===== src/rtl/spi_responder_pkg.sv =====
// Shared defaults and FSM state encoding for the SPI responder and its synchronizer.
// Pure declarations: no latency, no backpressure.
package spi_responder_pkg;

    localparam int         DATA_WIDTH_DEF = 8;
    localparam logic [7:0] IDLE_WORD_DEF  = 8'h00;

    typedef enum logic [0:0] {
        ST_IDLE  = 1'b0,
        ST_SHIFT = 1'b1
    } state_e;

endpackage


===== src/rtl/spi_responder_sync.sv =====
// N-flop synchronizer plus one delay flop giving registered rise/fall pulses.
// Latency SYNC_STAGES+1 cycles to level/pulses; free-running, no backpressure.
module spi_responder_sync #(
    parameter int SYNC_STAGES = 2
) (
    input  logic clk_i,
    input  logic rst_n_i,
    input  logic async_i,
    output logic level_o,
    output logic rise_o,
    output logic fall_o
);

    logic [SYNC_STAGES-1:0] sync_q;
    logic                   prev_q;
    logic                   rise_q;
    logic                   fall_q;

    always_ff @(posedge clk_i) begin
        if (!rst_n_i) begin
            sync_q <= '0;
            prev_q <= 1'b0;
            rise_q <= 1'b0;
            fall_q <= 1'b0;
        end else begin
            sync_q <= {sync_q[SYNC_STAGES-2:0], async_i};
            prev_q <= sync_q[SYNC_STAGES-1];
            rise_q <= sync_q[SYNC_STAGES-1] & ~prev_q;
            fall_q <= ~sync_q[SYNC_STAGES-1] & prev_q;
        end
    end

    // Level is taken from the delay flop so it lines up with the edge pulses.
    assign level_o = prev_q;
    assign rise_o  = rise_q;
    assign fall_o  = fall_q;

endmodule


===== src/rtl/spi_responder.sv =====
// Mode-0 SPI target oversampled in WB_CLK; rx word appears SYNC_STAGES+2 cycles after last SCK rise.
// rx is held until accepted (overwrite sets overrun); tx is a one-entry buffer refused while full.
module spi_responder
    import spi_responder_pkg::*;
#(
    parameter int                    DATA_WIDTH  = DATA_WIDTH_DEF,
    parameter int                    SYNC_STAGES = 2,
    parameter logic [DATA_WIDTH-1:0] IDLE_WORD   = DATA_WIDTH'(IDLE_WORD_DEF)
) (
    input  logic                  WB_CLK,
    input  logic                  WB_RST_n,
    input  logic                  SPI_sclk_i,
    input  logic                  SPI_mosi_i,
    input  logic                  SPI_cs_n_i,
    output logic                  SPI_miso_o,
    output logic                  SPI_miso_oe_o,
    output logic                  SPI_drdy_o,
    output logic [DATA_WIDTH-1:0] rx_data_o,
    output logic                  rx_valid_o,
    input  logic                  rx_ready_i,
    input  logic [DATA_WIDTH-1:0] tx_data_i,
    input  logic                  tx_valid_i,
    output logic                  tx_ready_o,
    output logic                  rx_overrun_o,
    output logic                  tx_underrun_o,
    input  logic                  clr_flags_i
);

    localparam int               CNT_W = (DATA_WIDTH > 2) ? $clog2(DATA_WIDTH) : 1;
    localparam logic [CNT_W-1:0] LAST  = CNT_W'(DATA_WIDTH - 1);

    logic sck_lvl, sck_rise, sck_fall;
    logic mosi_lvl, mosi_rise, mosi_fall;
    logic cs_lvl, cs_rise, cs_fall;
    logic unused_sync;

    spi_responder_sync #(.SYNC_STAGES(SYNC_STAGES)) u_sync_sck (
        .clk_i(WB_CLK), .rst_n_i(WB_RST_n), .async_i(SPI_sclk_i),
        .level_o(sck_lvl), .rise_o(sck_rise), .fall_o(sck_fall)
    );
    spi_responder_sync #(.SYNC_STAGES(SYNC_STAGES)) u_sync_mosi (
        .clk_i(WB_CLK), .rst_n_i(WB_RST_n), .async_i(SPI_mosi_i),
        .level_o(mosi_lvl), .rise_o(mosi_rise), .fall_o(mosi_fall)
    );
    spi_responder_sync #(.SYNC_STAGES(SYNC_STAGES)) u_sync_cs (
        .clk_i(WB_CLK), .rst_n_i(WB_RST_n), .async_i(SPI_cs_n_i),
        .level_o(cs_lvl), .rise_o(cs_rise), .fall_o(cs_fall)
    );

    assign unused_sync = ^{sck_lvl, mosi_rise, mosi_fall, cs_lvl};

    state_e                  state_q, state_d;
    logic [CNT_W-1:0]        count_q, count_d;
    logic                    word_done_q, word_done_d;
    logic [DATA_WIDTH-1:0]   tx_sr_q, tx_sr_d;
    logic [DATA_WIDTH-2:0]   rx_sr_q, rx_sr_d;
    logic [DATA_WIDTH-1:0]   rx_data_q, rx_data_d;
    logic                    rx_valid_q, rx_valid_d;
    logic [DATA_WIDTH-1:0]   tx_buf_q, tx_buf_d;
    logic                    tx_full_q, tx_full_d;
    logic                    oe_q, oe_d;
    logic                    drdy_q, drdy_d;
    logic                    ovr_q, ovr_d;
    logic                    udr_q, udr_d;
    logic                    load;
    logic                    word_fin;
    logic [DATA_WIDTH-1:0]   rx_word;

    always_comb begin
        state_d     = state_q;
        count_d     = count_q;
        word_done_d = word_done_q;
        tx_sr_d     = tx_sr_q;
        rx_sr_d     = rx_sr_q;
        rx_data_d   = rx_data_q;
        rx_valid_d  = rx_valid_q;
        tx_buf_d    = tx_buf_q;
        tx_full_d   = tx_full_q;
        oe_d        = oe_q;
        ovr_d       = ovr_q & ~clr_flags_i;
        udr_d       = udr_q & ~clr_flags_i;
        load        = 1'b0;
        word_fin    = 1'b0;
        rx_word     = {rx_sr_q, mosi_lvl};

        if (rx_valid_q && rx_ready_i) begin
            rx_valid_d = 1'b0;
        end

        case (state_q)
            ST_IDLE: begin
                if (cs_fall) begin
                    state_d     = ST_SHIFT;
                    load        = 1'b1;
                    count_d     = '0;
                    word_done_d = 1'b0;
                    oe_d        = 1'b1;
                end
            end
            ST_SHIFT: begin
                // Deselect wins over any SCK edge seen in the same cycle.
                if (cs_rise) begin
                    state_d     = ST_IDLE;
                    count_d     = '0;
                    word_done_d = 1'b0;
                    oe_d        = 1'b0;
                    tx_sr_d     = '0;
                    rx_sr_d     = '0;
                end else if (sck_rise) begin
                    rx_sr_d = rx_word[DATA_WIDTH-2:0];
                    if (count_q == LAST) begin
                        word_fin    = 1'b1;
                        count_d     = '0;
                        word_done_d = 1'b1;
                    end else begin
                        count_d = count_q + CNT_W'(1);
                    end
                end else if (sck_fall) begin
                    if (word_done_q) begin
                        load        = 1'b1;
                        word_done_d = 1'b0;
                    end else begin
                        tx_sr_d = {tx_sr_q[DATA_WIDTH-2:0], 1'b0};
                    end
                end
            end
            default: state_d = ST_IDLE;
        endcase

        // A word arriving in the same cycle as a load is not visible to that load.
        if (load) begin
            if (tx_full_q) begin
                tx_sr_d   = tx_buf_q;
                tx_full_d = 1'b0;
            end else begin
                tx_sr_d = IDLE_WORD;
                udr_d   = 1'b1;
            end
        end

        if (tx_valid_i && !tx_full_q) begin
            tx_buf_d  = tx_data_i;
            tx_full_d = 1'b1;
        end

        if (word_fin) begin
            rx_data_d  = rx_word;
            rx_valid_d = 1'b1;
            if (rx_valid_q && !rx_ready_i) begin
                ovr_d = 1'b1;
            end
        end

        drdy_d = tx_full_d & (state_d == ST_IDLE);
    end

    always_ff @(posedge WB_CLK) begin
        if (!WB_RST_n) begin
            state_q     <= ST_IDLE;
            count_q     <= '0;
            word_done_q <= 1'b0;
            tx_sr_q     <= '0;
            rx_sr_q     <= '0;
            rx_data_q   <= '0;
            rx_valid_q  <= 1'b0;
            tx_buf_q    <= '0;
            tx_full_q   <= 1'b0;
            oe_q        <= 1'b0;
            drdy_q      <= 1'b0;
            ovr_q       <= 1'b0;
            udr_q       <= 1'b0;
        end else begin
            state_q     <= state_d;
            count_q     <= count_d;
            word_done_q <= word_done_d;
            tx_sr_q     <= tx_sr_d;
            rx_sr_q     <= rx_sr_d;
            rx_data_q   <= rx_data_d;
            rx_valid_q  <= rx_valid_d;
            tx_buf_q    <= tx_buf_d;
            tx_full_q   <= tx_full_d;
            oe_q        <= oe_d;
            drdy_q      <= drdy_d;
            ovr_q       <= ovr_d;
            udr_q       <= udr_d;
        end
    end

    assign SPI_miso_o    = oe_q & tx_sr_q[DATA_WIDTH-1];
    assign SPI_miso_oe_o = oe_q;
    assign SPI_drdy_o    = drdy_q;
    assign rx_data_o     = rx_data_q;
    assign rx_valid_o    = rx_valid_q;
    assign tx_ready_o    = ~tx_full_q;
    assign rx_overrun_o  = ovr_q;
    assign tx_underrun_o = udr_q;

endmodule


===== config.mk =====
export PLATFORM = sky130hd
export DESIGN_NAME = spi_responder
export DESIGN_NICKNAME = d
export VERILOG_FILES = /design/src/rtl/spi_responder_pkg.sv /design/src/rtl/spi_responder_sync.sv /design/src/rtl/spi_responder.sv
export SDC_FILE = /design/constraint.sdc
export NUM_CORES = 1
export LEC_CHECK = 0
export CAP_MARGIN = 20
export CORE_AREA = 4 4 82 84
export DETAILED_ROUTE_END_ITERATION = 12
export DIE_AREA = 0 0 86 88
export SLEW_MARGIN = 20
export SYNTH_ARGS = -nofsm -noshare
export SYNTH_HDL_FRONTEND = slang
export SYNTH_SLANG_ARGS = --single-unit

===== constraint.sdc =====
create_clock -name WB_CLK -period 1.7 [get_ports WB_CLK]
set_clock_uncertainty 0.05 [all_clocks]
set_input_delay 0.425 -clock WB_CLK [delete_from_list [all_inputs] [get_ports WB_CLK]]
set_output_delay 0.425 -clock WB_CLK [all_outputs]
set_load 0.05 [all_outputs]

==> results.md, run 1 <==
Status:
- The run finished with clean final reports.

Floorplan:
- The area of the core is about 5900 µm².
- The number of I/O pins is 31.
- From left edge to right edge, the die measures around 86 µm.
- The die area is roughly 7600 µm².
- In this run the core area contains 28 standard-cell rows.
- The height of the die is between 80 and 90 µm.
- The initial utilization of the core area, before any placement, comes to 0.348.

Clock tree:
- The number of buffers created by CTS is 5.
- Clock-pin slew was measured on the worst setup and hold paths at 0.09 ns.
- No sink is reached through more buffers than the 2 on the longest clock path.
- The buffers inserted during post-CTS setup optimization is 0.
- The TritonCTS clock tree is built.
- The H-tree was split into 2 levels.
- The root buffer cell chosen for the clock tree is clkbuf_8.
- The clock latency at the later pin of the worst-skew pair is 0.30 ns.
- The clock drives between 50 and 60 sinks.
- Gates resized during post-CTS repair numbered 0.
- Buffers inserted to repair hold after CTS numbered 0.

Final layout:
- After filler insertion, the fill cell instance count of the layout stands at around 560.
- The area growth from synthesis to layout is 31.3%.
- The final core utilization is 0.458.
- After routing the design area is ~2700 µm².
- The net count of the finished layout is about 270.
- Once layout is complete, the cells apart from fillers number around 330.
- Of the cells placed in the final design, the portion with a size suffix greater than 1 is 0.123.
- The repair_antennas step left the layout with diodes totalling 0.

Pwr:
- The static leakage power is 0.963 nW.
- Of the total power, registers draw 0.575.
- Of the total power, the share spent switching nets is 0.209.
- The power density over the cells is 861 nW/µm².
- The total power draw is approximately 2.3 mW.
- Internal power comes to between 1.5 and 2 mW.
- Of the total power, combinational logic draws 0.074.
- The maximum ir drop on the vdd rail is 0.509 mV.
- The switching power summed over all nets is between 0.4 and 0.5 mW.
- The clock network fraction of total power is 0.351.

Synth:
- After technology mapping, the gate count stands at roughly 220.
- The synthesized netlist net count is roughly 240.
- The count of distinct cell types in the synthesized netlist is 34.
- Yosys printed 0 warnings.
- The average instance in the mapped netlist occupies about 9.3 µm².
- Synthesis inferred 55 register bits.
- The sequential fraction of the synthesis area is 0.534.
- Summing every instance area after synthesis gives just over 2000 µm².

Place:
- The placed instance area is between 2000 and 3000 µm².
- The HPWL reported at the end of detailed placement is 2590 µm.
- The number of placed instances, taps included, is 321.
- The congestion estimate from routability-driven global placement came to ~0.76.
- The count of input and output buffers is 30.
- Before CTS, the worst setup slack after placement is about 0.09 ns.

Global route:
- The wire length of the first global-routing pass is approximately 6500 µm.
- The leftover overflow at the end of global routing is 0.
- The initial antenna violation count was 0.
- Across every metal layer, demand over resource in global routing totals 0.108.
- The largest net degree at the start of global routing is 55.
- The via count of the first global-routing pass is 1437.

Worst hold path:
- In this run the worst hold path is classified as register to register.

Route:
- After detailed routing, the number of vias per cell comes to about 4.7.
- Detailed routing inserted a total of 1556 vias.
- The wire length after detailed routing is 3870 µm.
- The mean routed wirelength per cell is 11.8 µm.
- The detailed router finished its first iteration with 50 violations.
- The remaining antenna violation count after routing is 0.
- The residual DRC count is 0.
- The number of iterations in the first detailed-routing pass is 4.

STA:
- Setup violations remaining at the end of the flow were counted as 0.
- The sum of negative setup slack is 0 ns.
- The final count of pins violating max slew is 0.
- The worst path meets setup with approximately 0.18 ns of slack.
- The share of the clock period used by the worst path after layout is 0.892.
- Static timing analysis puts the maximum clock frequency at between 600 and 700 MHz.
- The hold violation total from the final report is 0.
- Subtracting the final worst setup slack from the clock period gives between 1.5 and 2 ns.
- The transition at the pin with the smallest max-transition slack is 0.555 ns.
- The post-route worst hold slack is around 0.36 ns.
- Setup repair after global routing left no endpoint under its margin.
- Headroom to the max-slew limit came out at 0.628.

Setup path:
- STA classifies the critical path startpoint as a register.
- In this run the worst path has a maximum fanout of 3.
- Across all register-to-register paths, the minimum setup slack is between 0.2 and 0.25 ns.
- The critical path goes through and2_1 -> buf_12.
- Data on the critical path arrives at its endpoint at between 1 and 1.5 ns.
- The required time reported for the critical path endpoint is 1.22 ns.
- The slowest stage of the critical path belongs to the cell dfxtp_1.
- The worst stage delay on the critical path is ~0.4 ns.
- The capturing element type of the critical path is an output port.
- The critical path is of the register to output port type.

Flow run:
- Across the run, the number of max-cap violations was 0.
-- placed cells by master (no fill, tap or decap), types with 9 or more instances in the layout --
cell	Yosys	routed
nand2_1	52	52
buf_12	0	16
and2_1	13	13
a21boi_0	9	9
clkdlybuf4s50_1	0	15
o21ai_0	9	9
a22oi_1	10	10
nor2b_1	16	16
dfxtp_1	55	55
-- routing by layer --
layer  global-route usage  vias up  wire [µm]
met5                    0        -          0
met4               0.0302        0         33
met3               0.0395        4        232
met2                0.166       31       1670
met1                0.142      707       1930
li1                     -      814          -
-- cells in the mapped netlist (all sizes together) --
cell type   n  area (µm²)
clkbuf      6        22.5
nand4       1        6.26
nor2b      16         100
nand2      52         195
buf         3        21.3
a22oi      10        75.1
inv         3        11.3
nor2        3        11.3
and3b       1        8.76
nand2b      3        21.3
or2         1        8.76
ha          2        25.0
dfxtp      55        1100
o21ba       1        10.0
a31oi       8        50.1
o21ai      11        55.1
nand3b      2        15.0
a21oi       2        10.0
o21a        1        7.51
and2       13        81.3
nor3b       1        7.51
and4b       1        10.0
a21boi     18         146
or3         1        6.26
o31ai       1        21.3
and2b       1        7.51
nor3        2        15.0
o22ai       2        12.5
-- cells by family (layout without fill, tap and decap cells) --
family / Yosys count / count (layout) / synth area share
compound gates: 54 / 54 / 0.188
flops: 55 / 55 / 0.534
buf+inv: 12 / 44 / 0.0267
simple gates: 98 / 98 / 0.240
fa+ha+maj: 2 / 2 / 0.0121
-- sequential cells by signal, indices dropped and copies added (netlist names), 2 cells and up --
register,flops
count_q,3
rx_data_o,8
rx_sr_q,7
tx_buf_q,8
tx_sr_q,8
u_sync_cs.sync_q,2
u_sync_mosi.sync_q,2
u_sync_sck.sync_q,2
-- power groups by stage --
stage / Combinational, mW / Sequential (mW) / Clock (mW)
after floorplan: 0.0822 / 1.37 / 0
final: 0.172 / 1.34 / 0.820
after global routing: 0.188 / 1.34 / 0.887
after CTS: 0.175 / 1.34 / 0.850
after detailed placement: 0.174 / 1.37 / 0
after global placement: 0.173 / 1.37 / 0
-- final timing paths --
path                                          start                to  depth (start not counted)
worst min-delay path            u_sync_cs.sync_q[1]  u_sync_cs.fall_o                          1
worst min register to register  u_sync_cs.sync_q[1]  u_sync_cs.fall_o                          1
worst max-delay path                  SPI_miso_oe_o        SPI_miso_o                          2
worst max register to register           count_q[0]      rx_overrun_o                          5
-- worst max-delay path, delay by kind of cell, from the launching register on --
family	cells	cell delay, ns
flops	1	0.40
simple gates	1	0.20
buf+inv	1	0.15
-- area by class of cell --
| cell class | count | area (µm²) | share of cell area |
|---|---|---|---|
| Inverter | 3 | 11.3 | 0.00416 |
| Tap cell | 75 | 93.8 | 0.0346 |
| Timing Repair Buffer | 34 | 493 | 0.182 |
| Sequential cell | 55 | 1100 | 0.406 |
| Clock buffer | 6 | 72.6 | 0.0268 |
| Clock inverter | 1 | 30.0 | 0.0111 |
| Multi-Input combinational cell | 154 | 907 | 0.335 |
Power figures use the tool's default switching activity.
==> run 2, diff against run 1 <==
--- a/config.mk
+++ b/config.mk
@@ -6,9 +6,10 @@
 export NUM_CORES = 1
 export LEC_CHECK = 0
 export CAP_MARGIN = 20
-export CORE_AREA = 4 4 82 84
+export CORE_AREA = 4 4 68 70
 export DETAILED_ROUTE_END_ITERATION = 12
-export DIE_AREA = 0 0 86 88
+export DIE_AREA = 0 0 72 74
+export PLACE_DENSITY = 0.76
 export SLEW_MARGIN = 20
 export SYNTH_ARGS = -nofsm -noshare
 export SYNTH_HDL_FRONTEND = slang
==> results.md, run 2 (same netlist as run 1, synthesis figures left out) <==
Clock tree:
- The TritonCTS clock tree is built.
- The number of instances resized during post-cts repair is 0 (unchanged).
- The library cell used as clock root buffer is clkbuf_8.
- The number of buffers created by CTS is 5 (unchanged).
- The clock transition at the registers of the reported paths came to 0.09 ns (about the same).
- The buffers inserted during post-CTS setup optimization is 0 (unchanged).
- The CTS sink count was 55 (unchanged).
- The largest buffer count on any clock path is 2 (unchanged).
- The number of H-tree levels is 2 (unchanged).
- The hold-fix buffer count after cts is 0 (unchanged).
- The clock latency at the later pin of the worst-skew pair is 0.30 ns (about the same).

Route:
- The total number of vias is 1575 (+1.2%).
- The wire length after detailed routing came to 3830 µm (-0.88%).
- The remaining antenna violation count after routing is 0 (unchanged).
- The residual DRC count is 0 (unchanged).
- The mean routed wirelength per cell is 12.6 µm (+6.9%).
- The number of iterations in the first detailed-routing pass is 4 (unchanged).
- The number of vias per cell after detailed routing came to 5.18 (+9.2%).
- The number of design-rule violations left by the first detailed-router iteration is 90 (+80%).

Global route:
- The initial antenna violation count came to 0 (unchanged).
- The via count of the first global-routing pass is 1520 (+5.8%).
- The largest net degree at the start of global routing was 37 (-33%).
- The combined global-route utilization of all metal layers was 0.163 (+0.0552).
- The wire length of the first global-routing pass came to 6730 µm (+3.2%).
- The leftover overflow at the end of global routing was 0 (unchanged).

Final layout:
- The area added between synthesis and finish is 30.1%.
- The library cells used most frequently in the layout, excluding fill and tap cells, are 55 x dfxtp_1, 52 x nand2_1, 16 x nor2b_1, 16 x buf_12, 15 x clkdlybuf4s50_1.
- The final core utilization is 0.676 (+0.219).
- The post-layout net count is 272 (+0.37%).
- The count of antenna diodes in the layout is 0 (unchanged).
- The ratio of cells with drive above 1 in the final layout was 0.126 (+0.00345).
- The most common library cell in the layout ignoring fill and taps is dfxtp_1.

STA:
- The total setup violations reported at the end of the flow is 0 (unchanged).
- The share of the clock period used by the worst path after layout is 0.894 (+0.00168).
- The final count of pins violating max slew is 0 (unchanged).
- The transition at the pin with the smallest max-transition slack is 0.499 ns (-0.0554 ns).
- The sum of negative setup slack came to 0 ns (unchanged).
- The maximum clock frequency is 658 MHz (-0.19%).
- Setup repair after global routing left no endpoint under its margin.
- The post-route worst hold slack came to 0.363 ns (+0.00378 ns).
- The max-slew headroom at the worst pin is 0.665 (+0.0372).
- The hold violation total from the final report is 0 (unchanged).
- The clock period minus final worst setup slack is 1.52 ns (+0.00286 ns).

Worst hold path:
- The path class of the lowest-slack min-delay path is register to register.

Setup path:
- The critical-path maximum fanout is 9 (+6).
- The kind of start point of the critical path is a register.
- Traced cell by cell, the critical path runs through nor2b_1 -> nor3_2 -> nand2_1 -> a31oi_1.
- The worst stage delay on the critical path is 0.50 ns (+0.10 ns).
- The data arrival time of the critical path is 1.70 ns (+0.66 ns).
- The path type of the worst setup path is register to register.
- The capturing element type of the critical path is a register.
- The sum of buffers and inverters on the critical path came to 0 (-1).
- The required time reported for the critical path endpoint was 1.88 ns (+0.66 ns).
- On the critical path, the stage with the largest delay is an instance of dfxtp_1.
- Grouping stages by cell kind, the critical path spends the most delay in simple AND/OR/NAND/NOR gates.

Place:
- The HPWL reported at the end of detailed placement came to 2710 µm (+4.4%).
- The global placer's final weighted congestion is 0.734 (-3.4%).
- The count of input and output buffers is 30 (unchanged).

Floorplan:
- The area of the core came to 3970 µm² (-33%).
- The die area is 5330 µm² (-30%).
- The number of I/O pins was 31 (unchanged).
- The effective utilization at floorplan is 0.520 (+0.171).
- The height of the die is 74 µm (-16%).
- The total number of placement rows is 23 (-18%).
- The width of the chip came to 72 µm (-16%).

Status:
- The flow ran to the end, and the final reports show no timing, DRC or antenna violations.

Flow run:
- The max-cap check violation count is 0 (unchanged).

Pwr:
- The maximum ir drop on the vdd rail came to 0.557 mV (+9.3%).
- The power density over the cells was 867 nW/µm² (+0.74%).
- The static leakage power is 0.969 nW (+0.58%).
[run 2: cell count changes in the layout (fill, tap and decap cells not counted), sizes merged]
cell and delta:
buf +1
[run 2: path summary, 6_finish.rpt]
| path | start | end | slack (ns) | cells after the start |
|---|---|---|---|---|
| hold reg to reg | u_sync_cs.sync_q[1] | u_sync_cs.fall_o | 0.36 | 1 |
| setup reg to reg | state_q | tx_sr_q[7] | 0.18 | 4 |
| hold / removal | u_sync_cs.sync_q[1] | u_sync_cs.fall_o | 0.36 | 1 |
| setup / recovery | state_q | tx_sr_q[7] | 0.18 | 4 |
[run 2: per-stage QoR]
| stage | power [mW] | setup WS [ns] | area (µm²) | instances |
|---|---|---|---|---|
| 3_3_place_gp | 1.54 | 0.140 | 2580 | 297 |
| 5_1_grt | 2.43 | 0.0315 | 2690 | 304 |
| 3_5_place_dp | 1.54 | 0.0786 | 2580 | 297 |
| 2_1_floorplan | 1.46 | 0.100 | 2060 | 221 |
| 6_report | 2.33 | 0.181 | 2690 | 304 |
| 4_1_cts | 2.35 | 0.177 | 2690 | 304 |
[run 2: routing by layer]
| metal | up-vias | share of wire | GRT usage |
|---|---|---|---|
| met5 | - | 0 | 0 |
| met1 | 732 | 0.46 | 0.193 |
| met2 | 29 | 0.48 | 0.279 |
| met3 | 5 | 0.045 | 0.0419 |
| met4 | 0 | 0.015 | 0.0752 |
| li1 | 809 | - | - |
[run 2: cell type report]
class / instances / area (µm²)
clock inverters: 1 / 30.0
multi-input cells: 154 / 907
flip-flops and latches: 55 / 1100
repair buffers: 35 / 500
inverters: 3 / 11.3
clock buffers: 6 / 72.6
well taps: 50 / 62.6
fillers: 334 / 1290
[run 2: worst register-to-register path: stages, from the launching register on]
cell     delay [ns]
dfxtp_1        0.50
nor2b_1        0.18
nor3_2         0.40
nand2_1        0.13
a31oi_1        0.19
[run 2: report_power, final]
group | internal [mW] | switching (mW)
clock | 0.432 | 0.384
combinational | 0.0918 | 0.0818
sequential | 1.32 | 0.0177
total | 1.84 | 0.484
